`src/rtl/lcd_ctrl_param.sv`:
```
`default_nettype none
// ============================================================================
//  Module   : lcd_ctrl_param
//  Purpose  : HD44780-class character-LCD controller. Sequences the power-up
//             delay and the initialisation command list, then accepts single
//             host writes and times the E strobe. Clock rate, delays and the
//             LCD bus width (8-bit or 4-bit nibble mode) are parameters.
//  Ports    : clk        - rising-edge clock
//             rst_n      - asynchronous active-low reset
//             in_data    - {N, F, D, C, B, I/D, S}, sampled at each init command
//             lcd_enable - host write request (honoured only in READY)
//             lcd_bus    - {rs, rw, data[7:0]} host word
//             e          - LCD enable strobe
//             lcd_data   - LCD data (nibble mode: [7:4] used, [3:0] = 0)
//             rw, rs     - LCD read/write and register select
//             busy       - controller cannot accept a request
//  Revision : 1.0 - initial release
// ============================================================================
module lcd_ctrl_param #(
    parameter int CLK_FREQ   = 20,
    parameter int NIBBLE     = 0,
    parameter int POWERUP_US = 500,
    parameter int CLEAR_US   = 1600
) (
    input  logic       clk,
    input  logic       rst_n,
    input  logic [6:0] in_data,
    input  logic       lcd_enable,
    input  logic [9:0] lcd_bus,
    output logic       e,
    output logic [7:0] lcd_data,
    output logic       rw,
    output logic       rs,
    output logic       busy
);

    localparam int F        = 50 * CLK_FREQ;
    localparam int PWR_CYC  = POWERUP_US * CLK_FREQ;
    localparam int CLR_CYC  = CLEAR_US * CLK_FREQ;
    localparam int MAX_WAIT = (PWR_CYC > CLR_CYC) ? PWR_CYC : CLR_CYC;
    // The same counter times both the long waits and the frames.
    localparam int MAX_CNT  = (MAX_WAIT > F) ? MAX_WAIT : F;
    localparam int CW       = $clog2(MAX_CNT + 1);

    localparam logic [CW-1:0] PWR_LAST = CW'(PWR_CYC - 1);
    localparam logic [CW-1:0] CLR_LAST = CW'(CLR_CYC - 1);
    localparam logic [CW-1:0] F_LAST   = CW'(F - 1);
    localparam logic [CW-1:0] E_ON     = CW'(CLK_FREQ);
    localparam logic [CW-1:0] E_OFF    = CW'(14 * CLK_FREQ);
    localparam logic          IS_NIB   = (NIBBLE != 0);

    localparam logic [2:0] ST_PWRUP = 3'd0;
    localparam logic [2:0] ST_INIT  = 3'd1;
    localparam logic [2:0] ST_CLRW  = 3'd2;  // idle gap after Display Clear, still part of init
    localparam logic [2:0] ST_READY = 3'd3;
    localparam logic [2:0] ST_SEND  = 3'd4;

    localparam logic [2:0] CMD_NIB   = 3'd0;
    localparam logic [2:0] CMD_FSET  = 3'd1;
    localparam logic [2:0] CMD_DCTL  = 3'd2;
    localparam logic [2:0] CMD_CLR   = 3'd3;
    localparam logic [2:0] CMD_ENTRY = 3'd4;

    function automatic logic [7:0] cmd_byte(input logic [2:0] step, input logic [6:0] cfg);
        case (step)
            CMD_NIB:  cmd_byte = 8'h20;
            CMD_FSET: cmd_byte = {3'b001, ~IS_NIB, cfg[6], cfg[5], 2'b00};
            CMD_DCTL: cmd_byte = {5'b00001, cfg[4:2]};
            CMD_CLR:  cmd_byte = 8'h01;
            default:  cmd_byte = {6'b000001, cfg[1:0]};
        endcase
    endfunction

    logic [2:0]    state_q, state_d;
    logic [CW-1:0] cnt_q, cnt_d;
    logic [2:0]    step_q, step_d;
    logic          half_q, half_d;      // 1 while sending the low nibble
    logic [7:0]    byte_q, byte_d;      // byte of the current transfer
    logic [1:0]    rsrw_q, rsrw_d;      // latched {rs, rw} of the host word
    logic          e_q, e_d;
    logic [7:0]    lcd_data_q, lcd_data_d;
    logic          rs_q, rs_d, rw_q, rw_d;
    logic          busy_q, busy_d;
    logic          frame_end, cmd_last, framing;

    // State register (also holds the registered outputs)
    always_ff @(posedge clk or negedge rst_n) begin
        if (!rst_n) begin
            state_q    <= ST_PWRUP;
            cnt_q      <= '0;
            step_q     <= CMD_NIB;
            half_q     <= 1'b0;
            byte_q     <= '0;
            rsrw_q     <= '0;
            e_q        <= 1'b0;
            lcd_data_q <= '0;
            rs_q       <= 1'b0;
            rw_q       <= 1'b0;
            busy_q     <= 1'b1;
        end else begin
            state_q    <= state_d;
            cnt_q      <= cnt_d;
            step_q     <= step_d;
            half_q     <= half_d;
            byte_q     <= byte_d;
            rsrw_q     <= rsrw_d;
            e_q        <= e_d;
            lcd_data_q <= lcd_data_d;
            rs_q       <= rs_d;
            rw_q       <= rw_d;
            busy_q     <= busy_d;
        end
    end

    // Next-state logic
    always_comb begin
        state_d   = state_q;
        cnt_d     = cnt_q + CW'(1);
        step_d    = step_q;
        half_d    = half_q;
        byte_d    = byte_q;
        rsrw_d    = rsrw_q;
        frame_end = (cnt_q == F_LAST);
        // The 4-bit switch command is a lone nibble; 8-bit commands are one frame.
        cmd_last  = !IS_NIB || half_q || (step_q == CMD_NIB);

        case (state_q)
            ST_PWRUP: begin
                if (cnt_q == PWR_LAST) begin
                    state_d = ST_INIT;
                    cnt_d   = '0;
                    half_d  = 1'b0;
                    step_d  = IS_NIB ? CMD_NIB : CMD_FSET;
                    byte_d  = cmd_byte(step_d, in_data);
                end
            end
            ST_INIT: begin
                if (frame_end) begin
                    cnt_d = '0;
                    if (!cmd_last) begin
                        half_d = 1'b1;
                    end else if (step_q == CMD_CLR) begin
                        state_d = ST_CLRW;
                    end else if (step_q == CMD_ENTRY) begin
                        state_d = ST_READY;
                    end else begin
                        step_d = step_q + 3'd1;
                        half_d = 1'b0;
                        byte_d = cmd_byte(step_d, in_data);
                    end
                end
            end
            ST_CLRW: begin
                if (cnt_q == CLR_LAST) begin
                    state_d = ST_INIT;
                    cnt_d   = '0;
                    step_d  = CMD_ENTRY;
                    half_d  = 1'b0;
                    byte_d  = cmd_byte(CMD_ENTRY, in_data);
                end
            end
            ST_READY: begin
                cnt_d = '0;
                if (lcd_enable) begin
                    state_d = ST_SEND;
                    half_d  = 1'b0;
                    byte_d  = lcd_bus[7:0];
                    rsrw_d  = lcd_bus[9:8];
                end
            end
            ST_SEND: begin
                if (frame_end) begin
                    cnt_d = '0;
                    if (IS_NIB && !half_q) begin
                        half_d = 1'b1;
                    end else begin
                        state_d = ST_READY;
                    end
                end
            end
            default: begin
                state_d = ST_PWRUP;
                cnt_d   = '0;
            end
        endcase
    end

    // Output logic: computed from the next state so the pins are registered
    // yet line up with the frame cycle the state register is entering.
    always_comb begin
        framing    = (state_d == ST_INIT) || (state_d == ST_SEND);
        e_d        = framing && (cnt_d >= E_ON) && (cnt_d < E_OFF);
        lcd_data_d = '0;
        rs_d       = 1'b0;
        rw_d       = 1'b0;
        busy_d     = (state_d != ST_READY);
        if (framing) begin
            if (IS_NIB) begin
                lcd_data_d = {(half_d ? byte_d[3:0] : byte_d[7:4]), 4'b0000};
            end else begin
                lcd_data_d = byte_d;
            end
        end
        if (state_d == ST_SEND) begin
            {rs_d, rw_d} = rsrw_d;
        end
    end

    assign e        = e_q;
    assign lcd_data = lcd_data_q;
    assign rw       = rw_q;
    assign rs       = rs_q;
    assign busy     = busy_q;

endmodule
`default_nettype wire

```
`config.mk`:
```
export PLATFORM = sky130hd
export DESIGN_NAME = lcd_ctrl_param
export DESIGN_NICKNAME = d
export VERILOG_FILES = /design/src/rtl/lcd_ctrl_param.sv
export SDC_FILE = /design/constraint.sdc
export NUM_CORES = 1
export LEC_CHECK = 0
export ABC_CLOCK_PERIOD_IN_PS = 3300
export CAP_MARGIN = 20
export CORE_UTILIZATION = 55
export DETAILED_ROUTE_END_ITERATION = 6
export MAX_ROUTING_LAYER = met4
export PLACE_DENSITY_LB_ADDON = 0.12
export SYNTH_ARGS = -nofsm -noshare
export SYNTH_HDL_FRONTEND = slang
export SYNTH_SLANG_ARGS = --single-unit
```
`constraint.sdc`:
```
create_clock -name clk -period 3.3 [get_ports clk]
set_input_delay 0.66 -clock clk [delete_from_list [all_inputs] [get_ports clk]]
set_output_delay 0.66 -clock clk [all_outputs]
set_load 0.005 [all_outputs]
```
==> results of run 1 <==
-- routing by layer --
| metal | global-route usage (%) | routed length [µm] | vias to the layer above |
|---|---|---|---|
| met1 | 33.6 | 2550 | 1048 |
| met2 | 43.8 | 2920 | 73 |
| met4 | 10.7 | 150 | 0 |
| met3 | 4.99 | 264 | 16 |
| li1 | - | - | 1050 |
| met5 | - | 0 | - |
-- worst min-delay path by stage --
stage,from,end,depth (start not counted)
global placement,byte_q[4]$_DFF_PN0_,byte_q[4]$_DFF_PN0_,2
finish,rst_n,step_q[1]$_DFFE_PN0P_,1
CTS,byte_q[4]$_DFF_PN0_,byte_q[4]$_DFF_PN0_,2
floorplan,rst_n,byte_q[0]$_DFF_PN0_,0
global route,byte_q[3]$_DFF_PN0_,byte_q[3]$_DFF_PN0_,2
detailed placement,byte_q[4]$_DFF_PN0_,byte_q[4]$_DFF_PN0_,2
-- through the flow --
stage / setup WS (ns) / util (%) / cell area [µm²] / power [µW]
finish: 0.632 / 66.9 / 3000 / 1230
global route: 0.327 / 66.9 / 3000 / 1300
CTS: 0.629 / 66.9 / 3000 / 1240
detailed placement: 0.654 / 65.0 / 2910 / 910
global placement: 0.718 / 65.0 / 2910 / 904
floorplan: 0.868 / - / 2610 / 827
-- cell type report --
cell class                      instances  area (µm²)  area share [%]
Clock buffer                            6        72.6            2.42
Clock inverter                          2        12.5           0.418
Inverter                                9        33.8            1.13
Multi-Input combinational cell        211        1430            47.7
Sequential cell                        43        1080            36.0
Tap cell                               52        65.1            2.17
Timing Repair Buffer                   31         305            10.2
-- layout by cell type (no fill, tap or decap), types with 3 or more instances in the layout --
master                             n
sky130_fd_sc_hd__clkbuf_8          5
sky130_fd_sc_hd__xor2_1            7
sky130_fd_sc_hd__nor2_1           23
sky130_fd_sc_hd__mux2i_1           4
sky130_fd_sc_hd__a21oi_1          14
sky130_fd_sc_hd__a21boi_0          3
sky130_fd_sc_hd__and3_1            5
sky130_fd_sc_hd__ha_1              8
sky130_fd_sc_hd__o211ai_1          3
sky130_fd_sc_hd__o21ai_0          15
sky130_fd_sc_hd__a21o_1            3
sky130_fd_sc_hd__and2b_1           3
sky130_fd_sc_hd__nand4_1           7
sky130_fd_sc_hd__nor2b_1           6
sky130_fd_sc_hd__a22o_1            3
sky130_fd_sc_hd__nand3_1          15
sky130_fd_sc_hd__nand2_1          25
sky130_fd_sc_hd__dfrtp_1          42
sky130_fd_sc_hd__or2_2             3
sky130_fd_sc_hd__mux2_2            3
sky130_fd_sc_hd__inv_1             9
sky130_fd_sc_hd__xnor2_1           7
sky130_fd_sc_hd__nor3_1            8
sky130_fd_sc_hd__clkdlybuf4s50_1  30
-- state kept, by name, indices dropped and copies added, names as in the netlist --
name	cells
cnt_q	15
byte_q	8
lcd_data	8
state_q	3
step_q	3
rsrw_q	2
busy	1
e	1
rs	1
rw	1
-- cells by family after synthesis --
| group | count (synthesis) | synth area share (%) |
|---|---|---|
| AND/OR/NAND/NOR | 119 | 25.8 |
| adder cells (fa/ha/maj) | 9 | 4.21 |
| multiplexers | 7 | 2.83 |
| buffers and inverters | 22 | 4.07 |
| flip-flops | 43 | 41.2 |
| AO/OA/AOI/OAI | 62 | 17.2 |
| XOR/XNOR | 14 | 4.69 |
-- report_power, final --
| group | internal, µW | switching, µW |
|---|---|---|
| combinational | 133 | 126 |
| clock | 148 | 184 |
| sequential | 583 | 57.8 |
==> results by group, run 1 <==
Floorplan
  – Initial core utilization: 58.4%
  – Area of the die: 0.00503 mm²
  – Die width: 70.9 µm
  – Top-level I/O count: 32
  – Row cnt: 24
  – Area of the core: 0.00447 mm²
  – Die Height: 70.9 µm

GRT
  – GRT Residual Overflow: 0
  – GRT Total Usage: 27.0%
  – Pin count of the biggest net entering global routing: 44
  – Vias in the first global route: 2119
  – Number of antenna violations at the first check in global routing: 0
  – Global-route wire length before repair: 10.2 mm

Clock network
  – Clock Tree Buf Depth: 2
  – Setup repair bufs after CTS: 0
  – Clock tree from TritonCTS: yes
  – Clock latency at the later pin of the worst-skew pair: 0.30 ns
  – Number of CTS-inserted buffers: 5
  – CTS clk-pin slew, worst paths: 0.09 ns
  – H-Tree Depth: 2
  – Number of buffers added to fix hold violations after cts: 0
  – Post-cts resize count: 0
  – Clk sinks: 43
  – Root buffer cell: sky130_fd_sc_hd__clkbuf_8

Setup path
  – Series of cell instances along the critical path: ha_1, and4_1, nand4_1, o21ai_0, o211ai_1, a221o_1, nor2b_1
  – Endpoint of the most critical setup path: lcd_data[1]$_DFF_PN0_
  – R2R depth: 7
  – Worst reg2reg endpoint: lcd_data[1]$_DFF_PN0_
  – Crit-path max cell delay: 0.49 ns
  – CP Data Arrival Time: 2.86 ns
  – Cell type group with the largest total delay on the critical path: compound AO/OA/AOI/OAI gates
  – Combined buffer and inverter count along the critical path: 0
  – Worst path required time: 3.49 ns
  – Startpoint type of the worst setup path: register
  – Crit end category: register
  – Worst R2R Start: cnt_q[0]$_DFF_PN0_
  – Number of gates on the worst path with buffers counted: 7
  – Launching instance or port of the critical path: cnt_q[0]$_DFF_PN0_
  – Worst reg-to-reg setup slack: 0.63 ns
  – Setup Crit Path Kind: reg2reg
  – Peak fanout along the critical path: 8
  – Cell type of the slowest stage on the worst timing path: sky130_fd_sc_hd__o21ai_0

STA
  – Fmax: 375 MHz
  – Maximum clock skew at final layout: 0.00818 ns
  – WHS: 0.490 ns
  – Final number of setup-violating endpoints: 0
  – Final TNS setup: 0 ns
  – Time the worst path needs with I/O delays and setup: 2.67 ns
  – Final worst path period share: 80.9%
  – Final hold violation count: 0
  – Transition time at the pin with the least slew margin: 0.931 ns
  – Relative slew margins: 37.9%
  – Setup repair after global routing missed its margin: no
  – Count of final max-slew check failures: 0

Flow run
  – Max-cap violations: 0

Yosys
  – Count of yosys warnings during synthesis: 0
  – Biggest area consumer among synthesized cells: sky130_fd_sc_hd__dfrtp_1
  – Dominant synthesized flop cell: sky130_fd_sc_hd__dfrtp_1
  – Count of cell types in the netlist: 65
  – Synthesized instance count: 276
  – Async SR Flop Fraction: 100%
  – Post-synth net total: 304
  – Per-instance average area after synthesis: 9.47 µm²
  – Post-synth EDFFs: 0
  – Top cell type's share of synthesized area: 40.2%
  – Flip-flop and latch count after synthesis: 43
  – Most common cell in the netlist: sky130_fd_sc_hd__dfrtp_1
  – Most frequent cells after synthesis: sky130_fd_sc_hd__dfrtp_1, sky130_fd_sc_hd__nand2_1, sky130_fd_sc_hd__nor2_1, sky130_fd_sc_hd__nand3_1, sky130_fd_sc_hd__o21ai_0
  – Combined area of all synthesized cells: 0.00261 mm²
  – Top area cells in the synthesized netlist: sky130_fd_sc_hd__dfrtp_1, sky130_fd_sc_hd__ha_1, sky130_fd_sc_hd__nand2_1, sky130_fd_sc_hd__nor2_1, sky130_fd_sc_hd__nand3_1
  – Portion of the post-synthesis area used by sequential elements: 41.2%

Power
  – Maximum VDD drop: 0.255 mV
  – Static leakage: 0.00127 µW
  – Power per standard cell area: 411 mW/mm²

Placed design
  – Number of cells in the design after placement: 346
  – Count of buffers from port buffering: 31
  – Dpl hpwl: 4.33 mm
  – Routability-driven placement congestion ratio: 0.886

Finish
  – Antenna diode instance count: 0
  – Number of nets at the end of the flow: 329
  – Fraction of layout cells with a size suffix above 1: 9.60%
  – Number of fill cells in the layout: 372
  – Synthesis-to-layout area growth: 14.7%
  – Final cell count without fillers: 354

Routing
  – DR DRC count: 6
  – Detailed-route via count: 2187
  – DRC marker count from the first detailed-route iteration: 156
  – Remaining antenna violation count: 0
  – Post-DR vias/cell: 6.18
  – Count of TritonRoute iterations in the first routing pass: 6
  – Per-cell routed wire length: 16.6 µm
  – WL final: 5.89 mm

Status
  – Status: finished, violations left
  – Violated checks: design-rule violations

Worst hold path
  – Class of the tightest hold or removal check: in2async
Note: power is estimated with default switching activity, not from simulation.
==> run 2: changes to the inputs <==
- ABC_CLOCK_PERIOD_IN_PS: 3300 -> 2300
- CORE_UTILIZATION: 55 -> 50
- clock period: 3.3 -> 2.3 ns (I/O delays scaled with it)
==> results by group, run 2 (synthesized netlist as in run 1, its figures left out) <==
Placed design
  – Dpl hpwl: 4.99 mm (+15%)
  – Post-Place Worst Slack: 0.0192 ns (-0.635 ns)
  – Routability-driven placement congestion ratio: 0.925 (+4.3%)
  – Count of buffers from port buffering: 31 (unchanged)

Finish
  – Most frequent cells in the layout: sky130_fd_sc_hd__buf_4, sky130_fd_sc_hd__dfrtp_1, sky130_fd_sc_hd__clkdlybuf4s50_1, sky130_fd_sc_hd__nand2_1, sky130_fd_sc_hd__nor2_1
  – Antenna diode instance count: 0 (unchanged)
  – Flip-flop count of the largest register after layout: 15 (unchanged)
  – Most flops, register: cnt_q
  – Synthesis-to-layout area growth: 32.3%
  – Fraction of layout cells with a size suffix above 1: 24.8% (+15 points)
  – Total area of sequential cells: 0.00108 mm² (unchanged)
  – Number of fill cells in the layout: 413 (+11%)
  – Commonest non-fill, non-tap cell in the layout: sky130_fd_sc_hd__buf_4
  – Total area of multi-input combinational cells: 0.00147 mm² (+3.0%)
  – Number of nets at the end of the flow: 378 (+15%)

GRT
  – Global-route met1 utilization: 29.4% (-4.2 points)
  – Vias in the first global route: 2279 (+7.6%)
  – Highest-utilization routing layer at the global route stage: met2
  – Number of antenna violations at the first check in global routing: 0 (unchanged)
  – Met2 GRT Util: 47.8% (+4.0 points)
  – Pin count of the biggest net entering global routing: 30 (-32%)
  – M3 GR Usage: 4.20% (-0.79 points)
  – GRT Residual Overflow: 0 (unchanged)
  – Global-route wire length before repair: 10.5 mm (+3.4%)
  – GRT Total Usage: 26.7% (-0.34 points)

Clock network
  – Root buffer cell: sky130_fd_sc_hd__clkbuf_8
  – Number of CTS-inserted buffers: 5 (unchanged)
  – Clock latency at the later pin of the worst-skew pair: 0.31 ns (about the same)
  – Clock Tree Buf Depth: 2 (unchanged)
  – H-Tree Depth: 2 (unchanged)
  – Clock tree from TritonCTS: yes
  – Clk sinks: 43 (unchanged)
  – CTS clk-pin slew, worst paths: 0.09 ns (about the same)

STA
  – Final worst path period share: 104% (+23 points)
  – Time the worst path needs with I/O delays and setup: 2.39 ns (-0.278 ns)
  – Final number of setup-violating endpoints: 9 (+9)
  – Final hold violation count: 0 (unchanged)
  – Fmax: 418 MHz (+12%)
  – Relative slew margins: 57.3% (+19 points)
  – Transition time at the pin with the least slew margin: 0.640 ns (-0.291 ns)
  – Maximum clock skew at final layout: 0.00816 ns (-0.0000205 ns)
  – Count of final max-slew check failures: 0 (unchanged)
  – Worst path setup slack after routing: -0.0907 ns (-0.722 ns)
  – Setup repair after global routing missed its margin: yes

Setup path
  – Peak fanout along the critical path: 7 (-1)
  – Crit end category: register
  – Startpoint type of the worst setup path: register
  – Worst path required time: 2.51 ns (-0.98 ns)
  – R2R depth: 8 (+1)
  – CP Data Arrival Time: 2.60 ns (-0.26 ns)
  – Setup Crit Path Kind: reg2reg

Routing
  – Count of TritonRoute iterations in the first routing pass: 4 (-2)
  – Per-cell routed wire length: 16.0 µm (-3.5%)
  – Remaining antenna violation count: 0 (unchanged)
  – DRC marker count from the first detailed-route iteration: 139 (-11%)
  – DR DRC count: 0 (-6)
  – Post-DR vias/cell: 5.63 (-8.8%)
  – WL final: 6.71 mm (+14%)
  – Detailed-route via count: 2354 (+7.6%)

Power
  – Maximum VDD drop: 0.391 mV (+53%)
  – Power per standard cell area: 557 mW/mm² (+35%)
  – Fraction of power consumed by sequential logic: 45.8% (-6.2 points)
  – Combinational share of power: 28.0% (+7.0 points)
  – Static leakage: 0.00153 µW (+20%)
  – Power after layout: 1920 µW (+56%)
  – Switching power of the nets: 588 µW (+60%)
  – Clock network power share: 26.2% (-0.8 points)
  – Switching fraction of total power: 30.5% (+0.68 points)
  – Internal power component: 1340 µW (+55%)

Status
  – Status: finished, violations left
  – Violated checks: negative setup slack

Floorplan
  – Top-level I/O count: 32 (unchanged)
  – Die width: 74.3 µm (+4.7%)
  – Initial core utilization: 53.5% (-4.9 points)
  – Die Height: 74.3 µm (+4.7%)
  – Area of the core: 0.00488 mm² (+9.1%)
  – Row cnt: 25 (+4.2%)
  – Area of the die: 0.00552 mm² (+9.7%)

Worst hold path
  – Class of the tightest hold or removal check: in2async

Flow run
  – Max-cap violations: 0 (unchanged)
## run 2: cell count changes in the layout (fill, tap and decap cells not counted), sizes merged
| cell | delta |
|---|---|
| clkinv | -1 |
| inv | +1 |
| buf | +49 |
| clkbuf | -1 |
| clkinvlp | +1 |
## run 2: power groups by stage
stage                     Sequential [µW]  Combinational, µW  Clock, µW
after CTS                             881                516        514
after floorplan                       889                315          0
after global routing                  889                595        538
after global placement                892                505          0
final                                 882                538        505
after detailed placement              896                513          0
## run 2: path summary, 6_finish.rpt
check	endpoint	start	slack [ns]
min in group clk	byte_q[4]$_DFF_PN0_	byte_q[4]$_DFF_PN0_	0.49
max	e$_DFF_PN0_	cnt_q[10]$_DFF_PN0_	-0.09
min reg2reg	byte_q[4]$_DFF_PN0_	byte_q[4]$_DFF_PN0_	0.49
max in group asynchronous	state_q[2]$_DFF_PN0_	rst_n	1.55
min	step_q[1]$_DFFE_PN0P_	rst_n	0.17
max reg2reg	e$_DFF_PN0_	cnt_q[10]$_DFF_PN0_	-0.09
## run 2: worst max-delay path, cell delays in order (launching register included)
cell and delay, ns:
sky130_fd_sc_hd__dfrtp_1 0.39, sky130_fd_sc_hd__or4b_4 0.56, sky130_fd_sc_hd__nor4_4 0.29, sky130_fd_sc_hd__buf_6 0.17
sky130_fd_sc_hd__a311oi_2 0.10, sky130_fd_sc_hd__buf_4 0.17, sky130_fd_sc_hd__a211o_4 0.37, sky130_fd_sc_hd__buf_6 0.14
sky130_fd_sc_hd__nor4_4 0.12
## run 2: layout make-up
type                            instances  area share (%)
Sequential cell                        43            31.2
Clock buffer                            5            1.99
Timing Repair Buffer                   80            20.2
Inverter                                9           0.978
Tap cell                               67            2.43
Multi-Input combinational cell        211            42.6
Clock inverter                          3           0.688
## run 2: repair_timing
action                     CTS  global route
gates resized for setup      0            10
buffers inserted             0             8
hold buffers                 0             0
setup endpoints to repair    0            16
## run 2: per-stage QoR
step                setup TNS [ns]  utilization (%)  cell area (µm²)  std cells  hold WS [ns]
finish                      -0.384             70.8             3460        418         0.165
global route                 -1.47             70.8             3460        418         0.221
CTS                              0             68.8             3360        410         0.188
detailed placement               0             66.9             3270        402         0.473
global placement                 0             66.9             3270        402         0.457
floorplan                        0                -             2640        276         0.164
## run 2: metal layers
| layer | vias to the layer above | routed length [µm] |
|---|---|---|
| met5 | - | 0 |
| met4 | 0 | 190 |
| met3 | 21 | 381 |
| met2 | 87 | 3410 |
| met1 | 1104 | 2720 |
| li1 | 1142 | - |
